File: src/rtl/mmio_io_pkg.sv
// mmio_io_pkg
// Shared definitions for the memory-mapped I/O bridge:
//   - word offsets of the registers inside the 4 KiB I/O window
//   - CTRL register bit indices
//   - hex nibble to active-low 7-segment pattern conversion
package mmio_io_pkg;

  // Register offsets inside the I/O window.
  localparam logic [11:0] OFF_LED      = 12'h000;
  localparam logic [11:0] OFF_DIGITS   = 12'h004;
  localparam logic [11:0] OFF_DMASK    = 12'h008;
  localparam logic [11:0] OFF_SW       = 12'h00C;
  localparam logic [11:0] OFF_BTN      = 12'h010;
  localparam logic [11:0] OFF_BTN_EDGE = 12'h014;
  localparam logic [11:0] OFF_TIMER    = 12'h018;
  localparam logic [11:0] OFF_CTRL     = 12'h01C;

  // CTRL bits. Bit 1 is reserved and always reads 0.
  localparam int CTRL_TIMER_EN = 0;

  // Active-low {dp,g,f,e,d,c,b,a}; dp is left off (1) here and
  // overridden by the caller.
  function automatic logic [7:0] hex_to_seg(input logic [3:0] nib);
    logic [7:0] seg;
    case (nib)
      4'h0: seg = 8'hC0;
      4'h1: seg = 8'hF9;
      4'h2: seg = 8'hA4;
      4'h3: seg = 8'hB0;
      4'h4: seg = 8'h99;
      4'h5: seg = 8'h92;
      4'h6: seg = 8'h82;
      4'h7: seg = 8'hF8;
      4'h8: seg = 8'h80;
      4'h9: seg = 8'h90;
      4'hA: seg = 8'h88;
      4'hB: seg = 8'h83;
      4'hC: seg = 8'hC6;
      4'hD: seg = 8'hA1;
      4'hE: seg = 8'h86;
      default: seg = 8'h8E;
    endcase
    return seg;
  endfunction

endpackage

File: src/rtl/btn_debounce.sv
// btn_debounce
// One-bit button conditioner: 2-FF synchroniser followed by a
// consecutive-sample counter that flips the debounced level once the
// synchronised input has differed from it for DEB_CYCLES samples.
// Ports:
//   clk_i   - clock
//   rst_i   - synchronous active-high reset
//   raw_i   - raw asynchronous button input
//   level_o - debounced level (registered)
//   rise_o  - high in the cycle whose clock edge flips level 0->1
module btn_debounce #(
  parameter int DEB_CYCLES = 16
) (
  input  logic clk_i,
  input  logic rst_i,
  input  logic raw_i,
  output logic level_o,
  output logic rise_o
);

  localparam int CNT_W = $clog2(DEB_CYCLES);

  logic             meta_reg;
  logic             sync_reg;
  logic             level_reg;
  logic             level_next;
  logic [CNT_W-1:0] cnt_reg;
  logic [CNT_W-1:0] cnt_next;
  logic             flip;

  // The counter has already seen DEB_CYCLES-1 differing samples; this
  // one is the last needed.
  assign flip = (sync_reg != level_reg) && (cnt_reg == CNT_W'(DEB_CYCLES - 1));

  always_comb begin
    level_next = level_reg;
    cnt_next   = cnt_reg;
    if (sync_reg == level_reg) begin
      cnt_next = '0;
    end else if (flip) begin
      level_next = ~level_reg;
      cnt_next   = '0;
    end else begin
      cnt_next = cnt_reg + CNT_W'(1);
    end
  end

  always_ff @(posedge clk_i) begin
    if (rst_i) begin
      meta_reg  <= 1'b0;
      sync_reg  <= 1'b0;
      level_reg <= 1'b0;
      cnt_reg   <= '0;
    end else begin
      meta_reg  <= raw_i;
      sync_reg  <= meta_reg;
      level_reg <= level_next;
      cnt_reg   <= cnt_next;
    end
  end

  assign level_o = level_reg;
  // Lets the edge register capture the rising edge on the same clock
  // edge that the level flips.
  assign rise_o  = flip & ~level_reg;

endmodule

File: src/rtl/mmio_io_bridge.sv
// mmio_io_bridge
// Memory-mapped I/O bridge for a single-cycle core: decodes a 4 KiB
// window, serves combinational reads, holds LED / display / timer / CTRL
// registers, debounces buttons, synchronises switches and scans a
// multiplexed 7-segment display.
// Ports:
//   clk_i, rst_i         - clock, synchronous active-high reset
//   addr_i, we_i, wdata_i - CPU address, store strobe, store data
//   rdata_o, io_sel_o    - combinational read data, window hit
//   switches_i, buttons_i - raw asynchronous board inputs
//   leds_o               - registered LED state
//   digit_en_o, seg_o    - registered active-low digit enables / segments
module mmio_io_bridge
  import mmio_io_pkg::*;
#(
  parameter logic [31:0] BASE_ADDR  = 32'hFFFF_F000,
  parameter int          LED_W      = 24,
  parameter int          SW_W       = 24,
  parameter int          BTN_W      = 5,
  parameter int          NUM_DIGITS = 8,
  parameter int          DEB_CYCLES = 16,
  parameter int          SCAN_DIV   = 1024
) (
  input  logic                  clk_i,
  input  logic                  rst_i,
  input  logic [31:0]           addr_i,
  input  logic                  we_i,
  input  logic [31:0]           wdata_i,
  output logic [31:0]           rdata_o,
  output logic                  io_sel_o,
  input  logic [SW_W-1:0]       switches_i,
  input  logic [BTN_W-1:0]      buttons_i,
  output logic [LED_W-1:0]      leds_o,
  output logic [NUM_DIGITS-1:0] digit_en_o,
  output logic [7:0]            seg_o
);

  localparam int DIV_W = (SCAN_DIV > 1) ? $clog2(SCAN_DIV) : 1;
  localparam int IDX_W = (NUM_DIGITS > 1) ? $clog2(NUM_DIGITS) : 1;

  // Address decode ---------------------------------------------------
  logic [11:0] word_off;
  logic        unused_addr;
  logic        wr_en;

  assign word_off    = {addr_i[11:2], 2'b00};
  assign unused_addr = ^addr_i[1:0];
  assign io_sel_o    = (addr_i[31:12] == BASE_ADDR[31:12]);
  assign wr_en       = we_i & io_sel_o;

  // Registers --------------------------------------------------------
  logic [LED_W-1:0]        led_reg,      led_next;
  logic [4*NUM_DIGITS-1:0] digits_reg,   digits_next;
  logic [NUM_DIGITS-1:0]   dmask_reg,    dmask_next;
  logic [NUM_DIGITS-1:0]   dp_reg,       dp_next;
  logic [31:0]             timer_reg,    timer_next;
  logic                    ctrl_en_reg,  ctrl_en_next;
  logic [BTN_W-1:0]        edge_reg,     edge_next;
  logic [SW_W-1:0]         sw_meta_reg,  sw_sync_reg;
  logic [DIV_W-1:0]        div_reg,      div_next;
  logic [IDX_W-1:0]        idx_reg,      idx_next;
  logic [NUM_DIGITS-1:0]   digit_en_reg, digit_en_next;
  logic [7:0]              seg_reg,      seg_next;

  logic [BTN_W-1:0] btn_level;
  logic [BTN_W-1:0] btn_rise;

  always_comb begin
    led_next     = led_reg;
    digits_next  = digits_reg;
    dmask_next   = dmask_reg;
    dp_next      = dp_reg;
    ctrl_en_next = ctrl_en_reg;
    timer_next   = timer_reg;

    if (wr_en && word_off == OFF_LED)    led_next    = wdata_i[LED_W-1:0];
    if (wr_en && word_off == OFF_DIGITS) digits_next = wdata_i[4*NUM_DIGITS-1:0];
    if (wr_en && word_off == OFF_DMASK) begin
      dmask_next = wdata_i[NUM_DIGITS-1:0];
      dp_next    = wdata_i[8 +: NUM_DIGITS];
    end
    if (wr_en && word_off == OFF_CTRL)   ctrl_en_next = wdata_i[CTRL_TIMER_EN];

    // A CPU store takes precedence over the free-running increment.
    if (wr_en && word_off == OFF_TIMER) begin
      timer_next = wdata_i;
    end else if (ctrl_en_reg) begin
      timer_next = timer_reg + 32'd1;
    end
  end

  // Buttons ----------------------------------------------------------
  for (genvar gi = 0; gi < BTN_W; gi++) begin : g_btn
    btn_debounce #(
      .DEB_CYCLES(DEB_CYCLES)
    ) u_debounce (
      .clk_i  (clk_i),
      .rst_i  (rst_i),
      .raw_i  (buttons_i[gi]),
      .level_o(btn_level[gi]),
      .rise_o (btn_rise[gi])
    );

    // A new rising edge beats a write-1-to-clear in the same cycle.
    assign edge_next[gi] = btn_rise[gi] |
                           (edge_reg[gi] & ~(wr_en && word_off == OFF_BTN_EDGE && wdata_i[gi]));
  end

  // Display scan -----------------------------------------------------
  always_comb begin
    div_next = div_reg + DIV_W'(1);
    idx_next = idx_reg;
    if (div_reg == DIV_W'(SCAN_DIV - 1)) begin
      div_next = '0;
      idx_next = (idx_reg == IDX_W'(NUM_DIGITS - 1)) ? '0 : idx_reg + IDX_W'(1);
    end
  end

  // Output refresh is continuous, so a changed DIGITS/DMASK shows up one
  // cycle later in the current slot.
  always_comb begin
    digit_en_next = '1;
    seg_next      = 8'hFF;
    if (dmask_reg[idx_reg]) begin
      digit_en_next[idx_reg] = 1'b0;
      seg_next               = hex_to_seg(digits_reg[{idx_reg, 2'b00} +: 4]);
      seg_next[7]            = ~dp_reg[idx_reg];
    end
  end

  // State ------------------------------------------------------------
  always_ff @(posedge clk_i) begin
    if (rst_i) begin
      led_reg      <= '0;
      digits_reg   <= '0;
      dmask_reg    <= '0;
      dp_reg       <= '0;
      timer_reg    <= '0;
      ctrl_en_reg  <= 1'b0;
      edge_reg     <= '0;
      sw_meta_reg  <= '0;
      sw_sync_reg  <= '0;
      div_reg      <= '0;
      idx_reg      <= '0;
      digit_en_reg <= '1;
      seg_reg      <= 8'hFF;
    end else begin
      led_reg      <= led_next;
      digits_reg   <= digits_next;
      dmask_reg    <= dmask_next;
      dp_reg       <= dp_next;
      timer_reg    <= timer_next;
      ctrl_en_reg  <= ctrl_en_next;
      edge_reg     <= edge_next;
      sw_meta_reg  <= switches_i;
      sw_sync_reg  <= sw_meta_reg;
      div_reg      <= div_next;
      idx_reg      <= idx_next;
      digit_en_reg <= digit_en_next;
      seg_reg      <= seg_next;
    end
  end

  // Read mux ---------------------------------------------------------
  always_comb begin
    rdata_o = '0;
    if (io_sel_o) begin
      case (word_off)
        OFF_LED:      rdata_o[LED_W-1:0]        = led_reg;
        OFF_DIGITS:   rdata_o[4*NUM_DIGITS-1:0] = digits_reg;
        OFF_DMASK: begin
          rdata_o[NUM_DIGITS-1:0]  = dmask_reg;
          rdata_o[8 +: NUM_DIGITS] = dp_reg;
        end
        OFF_SW:       rdata_o[SW_W-1:0]         = sw_sync_reg;
        OFF_BTN:      rdata_o[BTN_W-1:0]        = btn_level;
        OFF_BTN_EDGE: rdata_o[BTN_W-1:0]        = edge_reg;
        OFF_TIMER:    rdata_o                   = timer_reg;
        OFF_CTRL:     rdata_o[CTRL_TIMER_EN]    = ctrl_en_reg;
        default:      rdata_o                   = '0;
      endcase
    end
  end

  assign leds_o     = led_reg;
  assign digit_en_o = digit_en_reg;
  assign seg_o      = seg_reg;

endmodule

File: config.mk
export PLATFORM = sky130hd
export DESIGN_NAME = mmio_io_bridge
export DESIGN_NICKNAME = d
export VERILOG_FILES = /design/src/rtl/mmio_io_pkg.sv /design/src/rtl/btn_debounce.sv /design/src/rtl/mmio_io_bridge.sv
export SDC_FILE = /design/constraint.sdc
export NUM_CORES = 1
export LEC_CHECK = 0
export ABC_CLOCK_PERIOD_IN_PS = 5200
export BUFFER_PORTS_ARGS = -buffer_cell sky130_fd_sc_hd__buf_2
export CAP_MARGIN = 20
export CORE_MARGIN = 2
export CORE_UTILIZATION = 36
export CTS_CLUSTER_DIAMETER = 60
export CTS_CLUSTER_SIZE = 25
export DETAILED_ROUTE_END_ITERATION = 6
export PLACE_DENSITY = 0.63
export SYNTH_ARGS = -nofsm -noshare
export SYNTH_HDL_FRONTEND = slang
export SYNTH_SLANG_ARGS = --single-unit
export TNS_END_PERCENT = 50
File: constraint.sdc
create_clock -name clk_i -period 5.2 [get_ports clk_i]
set_input_delay 1.04 -clock clk_i [delete_from_list [all_inputs] [get_ports clk_i]]
set_output_delay 1.04 -clock clk_i [all_outputs]
set_load 0.01 [all_outputs]
==> results of run 1 <==
-- per-layer routing --
| layer | GRT usage | share of wire | vias to the layer above |
|---|---|---|---|
| met5 | 0 | 0 | - |
| met4 | 0.0673 | 0.034 | 0 |
| met3 | 0.0241 | 0.072 | 62 |
| met2 | 0.299 | 0.44 | 347 |
| met1 | 0.265 | 0.45 | 3847 |
| li1 | - | - | 4036 |
-- power groups by stage --
stage	Sequential [mW]	Clock (mW)	Combinational (mW)
after floorplan	1.77	0	0.0535
after global placement	1.77	0	0.109
after detailed placement	1.77	0	0.111
after CTS	1.73	1.52	0.112
after global routing	1.74	1.59	0.122
final	1.73	1.49	0.111
-- final timing paths --
path | startpoint | end | depth (start not counted)
worst min register to register | sw_meta_reg[6] | sw_sync_reg[6] | 1
worst max register to register | idx_reg[2] | seg_o[3] | 9
worst min-delay path | sw_meta_reg[6] | sw_sync_reg[6] | 1
worst max-delay path | addr_i[5] | rdata_o[13] | 7
-- cell usage after synthesis, types with 3 or more instances --
| cell | number | share of area |
|---|---|---|
| ha_1 | 15 | 0.020 |
| a222oi_1 | 16 | 0.017 |
| clkbuf_1 | 43 | 0.017 |
| and3_1 | 13 | 0.0085 |
| a22o_1 | 5 | 0.0046 |
| a21oi_1 | 82 | 0.043 |
| mux2_2 | 3 | 0.0035 |
| dfxtp_1 | 222 | 0.46 |
| and4_1 | 3 | 0.0027 |
| nand3b_1 | 3 | 0.0023 |
| nor3_1 | 14 | 0.0073 |
| nor2_1 | 125 | 0.049 |
| nand4_1 | 23 | 0.015 |
| nand2_1 | 147 | 0.057 |
| nor2b_1 | 63 | 0.041 |
| o311ai_0 | 3 | 0.0027 |
| buf_2 | 17 | 0.0089 |
| o21ai_0 | 12 | 0.0062 |
| buf_1 | 5 | 0.0020 |
| xor2_1 | 26 | 0.024 |
| nand2b_1 | 3 | 0.0020 |
| mux2i_1 | 37 | 0.039 |
| mux4_2 | 9 | 0.021 |
| xnor2_1 | 27 | 0.025 |
| or3b_2 | 6 | 0.0055 |
| buf_4 | 5 | 0.0039 |
| a211oi_1 | 33 | 0.026 |
| inv_1 | 17 | 0.0066 |
| a221oi_1 | 5 | 0.0046 |
| nand3_1 | 40 | 0.021 |
| nand3_2 | 3 | 0.0031 |
| a22oi_1 | 24 | 0.019 |
-- cells by family after synthesis --
group	after synthesis
AO/OA/AOI/OAI	193
XOR/XNOR	53
adder cells (fa/ha/maj)	15
buffers and inverters	90
flip-flops	222
multiplexers	50
AND/OR/NAND/NOR	461
-- layout make-up --
class                      count  area [µm²]  share of cell area
clock inverter                13         168              0.0147
clock buffer                  19         475              0.0418
tap                          335         419              0.0368
multi-input combinational    772        4790               0.421
sequential                   222        4440               0.391
timing repair buffer         184        1000              0.0883
inverter                      19        71.3             0.00627
-- stage by stage --
step           hold WS [ns]  cell area [µm²]  utilization
3_3_place_gp          0.419            10700        0.409
5_1_grt               0.463            11400        0.435
4_1_cts               0.439            11300        0.434
3_5_place_dp          0.420            10700        0.409
2_1_floorplan         0.414             9610            -
6_report              0.436            11400        0.435
-- worst max-delay path, stage by stage --
cell      delay, ns
buf_2          0.09
nor3_1         0.50
nand3_2        0.26
nor2_2         0.71
a222oi_1       0.16
a21oi_1        0.33
buf_2          0.20
==> impl_metrics.py, run 1 <==
metrics = {
    "power": {
        "p_total_mw": 3.33,
        "irDropWorstVdd_v": 0.000181,
        "comb_power_share": 0.033,
        "power.density_mw_per_mm2": 293,
        "leakage_nw": 4.35,
        "seqPwrFrac": 0.520,
        "p_int_mw": 2.53,
        "switching_power_mw": 0.798,
        "power_frac_clock": 0.446,
        "switching_share": 0.240,
    },
    "hold_path": {
        "hold_path.class": "reg -> reg",
    },
    "global_routing": {
        "grt_first_pass_wirelength_mm": 42.3,
        "grt_pass1_vias": 7588,
        "grt_overflow": 0,
        "grt_start_max_net_pins": 116,
        "gr-usage-all-layers": 0.189,
        "grt_antenna_before_repair": 0,
    },
    "route": {
        "wl_mm": 27.3,
        "route.detailed.drc": 13,
        "vias": 8292,
        "vias_per_cell": 5.30,
        "routedWlPerCell_um": 17.5,
        "drt_pass1_iterations": 7,
        "ant_nets": 0,
        "first_iter_violations": 753,
    },
    "critical_path": {
        "critPathRequiredTime_ns": 4.16,
        "start_kind": "primary input",
        "rrSetupSlack_ns": 2.23,
        "worstPathArrival_ns": 3.31,
        "end_kind": "output pin",
        "cp_max_fo": 16,
        "criticalPathCategory": "in -> out",
    },
    "finish": {
        "fin_cells": 1564,
        "final_cell_mix": "dfxtp_1, buf_2, nand2_1",
        "drive_gt1_frac": 0.203,
        "antenna_cells": 0,
        "final_nets": 1328,
        "layout_commonest_cell": "dfxtp_1",
        "syn_to_final_growth_pct": 18.4,
        "fillers": 2610,
    },
    "timing": {
        "maxSlewHeadroom": 0.394,
        "fmax_mhz": 230,
        "worst_pin_slew_ns": 0.902,
        "fin_ws_ns": 0.849,
        "finalCritPeriodShare": 0.837,
        "report.final.slew_viol_count": 0,
        "finClkSkew_ns": 0.0268,
        "fin_crit_ns": 4.35,
        "rsz0062_at_grt": "no",
        "finalSetupViolations": 0,
        "setup-tns-final_ns": 0,
        "finalHoldViolations": 0,
    },
    "synth": {
        "syn-cell-area_mm2": 0.00961,
        "yosysWarnings": 0,
        "synth_top_family_by_area": "simple AND/OR/NAND/NOR gates",
        "synthDistinctLibCells": 58,
        "ys_seq_area_frac": 0.462,
        "synth_flop_cell": "dfxtp_1",
        "synth_compound_area_frac": 0.133,
        "synth_seq_cells": 222,
        "syn-instance-count": 1084,
        "synthesis.nets": 1195,
        "synth_simple_gate_area_frac": 0.232,
        "synth-xor-area-share": 0.0483,
        "synthMuxAreaShare": 0.0655,
        "synth_edf_count": 0,
        "async_flop_share": 0,
        "syn_avg_cell_area_um2": 8.87,
        "synthAdderAreaFrac": 0.0195,
    },
    "floorplan": {
        "ioPinCount": 169,
        "coreArea_mm2": 0.0261,
        "start_util": 0.368,
        "die_area_mm2": 0.0280,
        "fp.dieH_um": 167,
        "row_count": 59,
        "die_x_um": 167,
    },
    "clock_tree": {
        "clk_pin_slew_worst_paths_ns": 0.07,
        "cts_resized": 0,
        "hold_buffers": 0,
        "numCtsBuffers": 18,
        "clock_latency_ns": 0.51,
        "cts_tree": "built",
        "cts_sinks": 222,
        "cts_setup_buffers": 0,
        "cts_max_path_buffers": 3,
        "root_buffer": "clkbuf_16",
        "htreeDepth": 1,
    },
    "outcome": {
        "status": "complete, but fails checks",
        "failed_checks": "design-rule violations",
    },
    "placement": {
        "portBuffers": 166,
        "dp_hpwl_mm": 19.2,
        "dpl.cell_count": 1530,
        "globalplace.congestion": 0.857,
        "post-place-ws_ns": 0.894,
    },
    "run": {
        "maxCapViolations": 0,
    },
}
Note: power is estimated with default switching activity, not from simulation.
==> run 2, diff against run 1 <==
Settings changed: ABC_AREA from default to 1, ABC_CLOCK_PERIOD_IN_PS 5200 to 3900, PLACE_DENSITY 0.63 to 0.65.
Clock period 5.2 ns to 3.9 ns, I/O delays scaled along.
==> run 2 against run 1 <==
  * The run now ends clean
  * Worst hold slack got worse by 0.039 ns
  * Design area is 11% higher
  * Worst setup slack got worse by 0.54 ns
  * Synthesized cell count grew 47%
  * Sequential share of layout area down 4.0 points
  * Routed wire length increased by 24%
  * Via count increased by 28%
  * Clock skew decreased by 0.013 ns
  * First-iteration DRC count is 31% higher
  * Die area up 13%
  * Total power grew 36%
  * Sequential power is 34% higher
  * Critical endpoint is now rdata_o[12]
  * Highest routed layer is now met5
==> impl_metrics.py, run 2 <==
metrics = {
    "critical_path": {
        "crit-reg2reg-capture": "seg_o[1]",
        "rrSetupSlack_ns": 1.31,
        "start_kind": "primary input",
        "r2r_start": "idx_reg[1]",
        "worstPathArrival_ns": 2.81,
        "critPathRequiredTime_ns": 3.12,
        "criticalPathCategory": "in -> out",
        "end_kind": "output pin",
        "worst_r2r_path_depth": 11,
        "cp_max_fo": 13,
    },
    "timing": {
        "fin_crit_ns": 3.59,
        "worst_pin_slew_ns": 0.833,
        "setup-tns-final_ns": 0,
        "fmax_mhz": 279,
        "rsz0062_at_grt": "no",
        "maxSlewHeadroom": 0.444,
        "finalSetupViolations": 0,
        "finalCritPeriodShare": 0.920,
        "finalHoldViolations": 0,
        "finClkSkew_ns": 0.0141,
        "report.final.slew_viol_count": 0,
    },
    "finish": {
        "fin_cells": 2130,
        "final_nets": 1837,
        "antenna_cells": 0,
        "syn_to_final_growth_pct": 16.5,
        "fillers": 3136,
        "stdcell_area_mm2": 0.0127,
        "layout_commonest_cell": "nand2_1",
        "final_cell_mix": "nand2_1, nor2_1, dfxtp_1",
        "drive_gt1_frac": 0.153,
    },
    "power": {
        "leakage_nw": 5.43,
        "irDropWorstVdd_v": 0.000347,
        "power.density_mw_per_mm2": 357,
    },
    "floorplan": {
        "ioPinCount": 169,
        "die_area_mm2": 0.0316,
        "row_count": 63,
        "fp.dieH_um": 178,
        "coreArea_mm2": 0.0296,
        "start_util": 0.367,
        "die_x_um": 178,
    },
    "global_routing": {
        "top_usage_layer": "met2",
        "grt_antenna_before_repair": 2,
        "gr-usage-met3": 0.0326,
        "grt_start_max_net_pins": 70,
        "grt_pass1_vias": 9626,
        "gr-usage-all-layers": 0.212,
        "grtUsageMet2": 0.333,
        "grt_overflow": 0,
        "grt_util_met1": 0.298,
        "grt_first_pass_wirelength_mm": 52.1,
    },
    "synth": {
        "async_flop_share": 0,
        "synth.most_common_cell": "nand2_1",
        "yosysTopAreaCell": "dfxtp_1",
        "synth_common_cells": "nand2_1, nor2_1, dfxtp_1, inv_1, nand3_1",
        "ys_seq_area_frac": 0.409,
        "yosysWarnings": 0,
        "synth.area.top_cells": "dfxtp_1, nand2_1, nor2_1",
        "synth_edf_count": 0,
        "synth_flop_cell": "dfxtp_1",
        "syn-instance-count": 1593,
        "synthesis.nets": 1704,
        "synth_top_area_frac": 0.409,
        "syn_avg_cell_area_um2": 6.82,
        "synthDistinctLibCells": 42,
        "syn-cell-area_mm2": 0.0109,
        "synth_seq_cells": 222,
    },
    "placement": {
        "dpl.cell_count": 2094,
        "place_area_mm2": 0.0120,
        "portBuffers": 166,
        "dp_hpwl_mm": 25.0,
        "globalplace.congestion": 0.912,
    },
    "route": {
        "first_iter_violations": 987,
        "vias_per_cell": 4.99,
        "vias": 10600,
        "wl_mm": 33.8,
        "routedWlPerCell_um": 15.9,
        "route.detailed.drc": 0,
        "ant_nets": 0,
        "drt_pass1_iterations": 6,
    },
    "clock_tree": {
        "cts_sinks": 222,
        "root_buffer": "clkbuf_16",
        "htreeDepth": 1,
        "clock_latency_ns": 0.52,
        "numCtsBuffers": 20,
        "cts_setup_buffers": 0,
        "cts_tree": "built",
        "hold_buffers": 0,
        "clk_pin_slew_worst_paths_ns": 0.07,
        "cts_max_path_buffers": 3,
        "cts_resized": 0,
    },
    "hold_path": {
        "hold_path.class": "reg -> reg",
        "min_to": "g_btn[1].u_debounce.sync_reg",
        "hold_path_startpoint": "g_btn[1].u_debounce.meta_reg",
        "hold_depth": 2,
    },
    "run": {
        "maxCapViolations": 0,
    },
    "outcome": {
        "status": "completed",
    },
}
[run 2: cell count changes after synthesis, moves of 31 or more]
| cell | previous run | this run |
|---|---|---|
| a21oi_1 | 82 | 51 |
| o21ai_0 | 12 | 62 |
| inv_1 | 17 | 213 |
| nor2b_1 | 63 | 0 |
| nand2_1 | 147 | 347 |
| nor2_1 | 125 | 290 |
| nand3_1 | 40 | 122 |
| mux2i_1 | 37 | 0 |
[run 2: worst max-delay path by stage]
| stage | depth (start not counted) | startpoint | end | slack (ns) |
|---|---|---|---|---|
| after global routing | 10 | addr_i[11] | rdata_o[15] | 0.20 |
| final | 10 | addr_i[11] | rdata_o[12] | 0.31 |
| after CTS | 10 | addr_i[11] | rdata_o[15] | 0.41 |
| after global placement | 10 | addr_i[11] | rdata_o[12] | 0.43 |
| after floorplan | 9 | addr_i[11] | rdata_o[11] | 1.16 |
| after detailed placement | 10 | addr_i[11] | rdata_o[15] | 0.41 |
[run 2: through the flow]
stage / util / total power, mW / worst slack, ns / hold slack (ns)
floorplan: - / 2.43 / 1.16 / 0.388
global placement: 0.404 / 2.52 / 0.425 / 0.390
detailed placement: 0.404 / 2.52 / 0.412 / 0.395
CTS: 0.427 / 4.57 / 0.407 / 0.393
global route: 0.427 / 4.69 / 0.197 / 0.406
finish: 0.427 / 4.52 / 0.311 / 0.397
[run 2: final cells by class]
class,instances,area [µm²],share of cell area
multi-input combinational,1080,5260,0.415
inverter,221,832,0.0657
tap,390,488,0.0385
sequential,222,4440,0.351
clock buffer,23,532,0.0420
timing repair buffer,181,946,0.0747
clock inverter,13,159,0.0126
[run 2: metal layers]
layer	share of wire	up-vias
met3	0.077	55
met5	0.00036	-
met4	0.028	2
met2	0.44	433
li1	-	5292
met1	0.46	4845
[run 2: logic make-up (layout without fill, tap and decap cells)]
logic type / count (synthesis) / count (layout) / synth area share
xor+xnor: 31 / 31 / 0.0250
simple gates: 827 / 827 / 0.318
buf+inv: 291 / 438 / 0.107
compound gates: 207 / 207 / 0.123
flops: 222 / 222 / 0.409
fa+ha+maj: 15 / 15 / 0.0173
[run 2: critical path, cell delays in order]
cell     delay [ns]
buf_2          0.09
nor2_1         0.13
nand3_1        0.18
nor2_1         0.19
buf_4          0.21
nor2_1         0.07
nand3_1        0.08
nand2_1        0.34
a21oi_1        0.50
buf_2          0.21
[run 2: power by group]
part           switching [mW]  total [mW]  internal, mW
Clock                    1.00        2.05          1.05
Combinational           0.101       0.156        0.0551
Sequential             0.0144        2.31          2.30
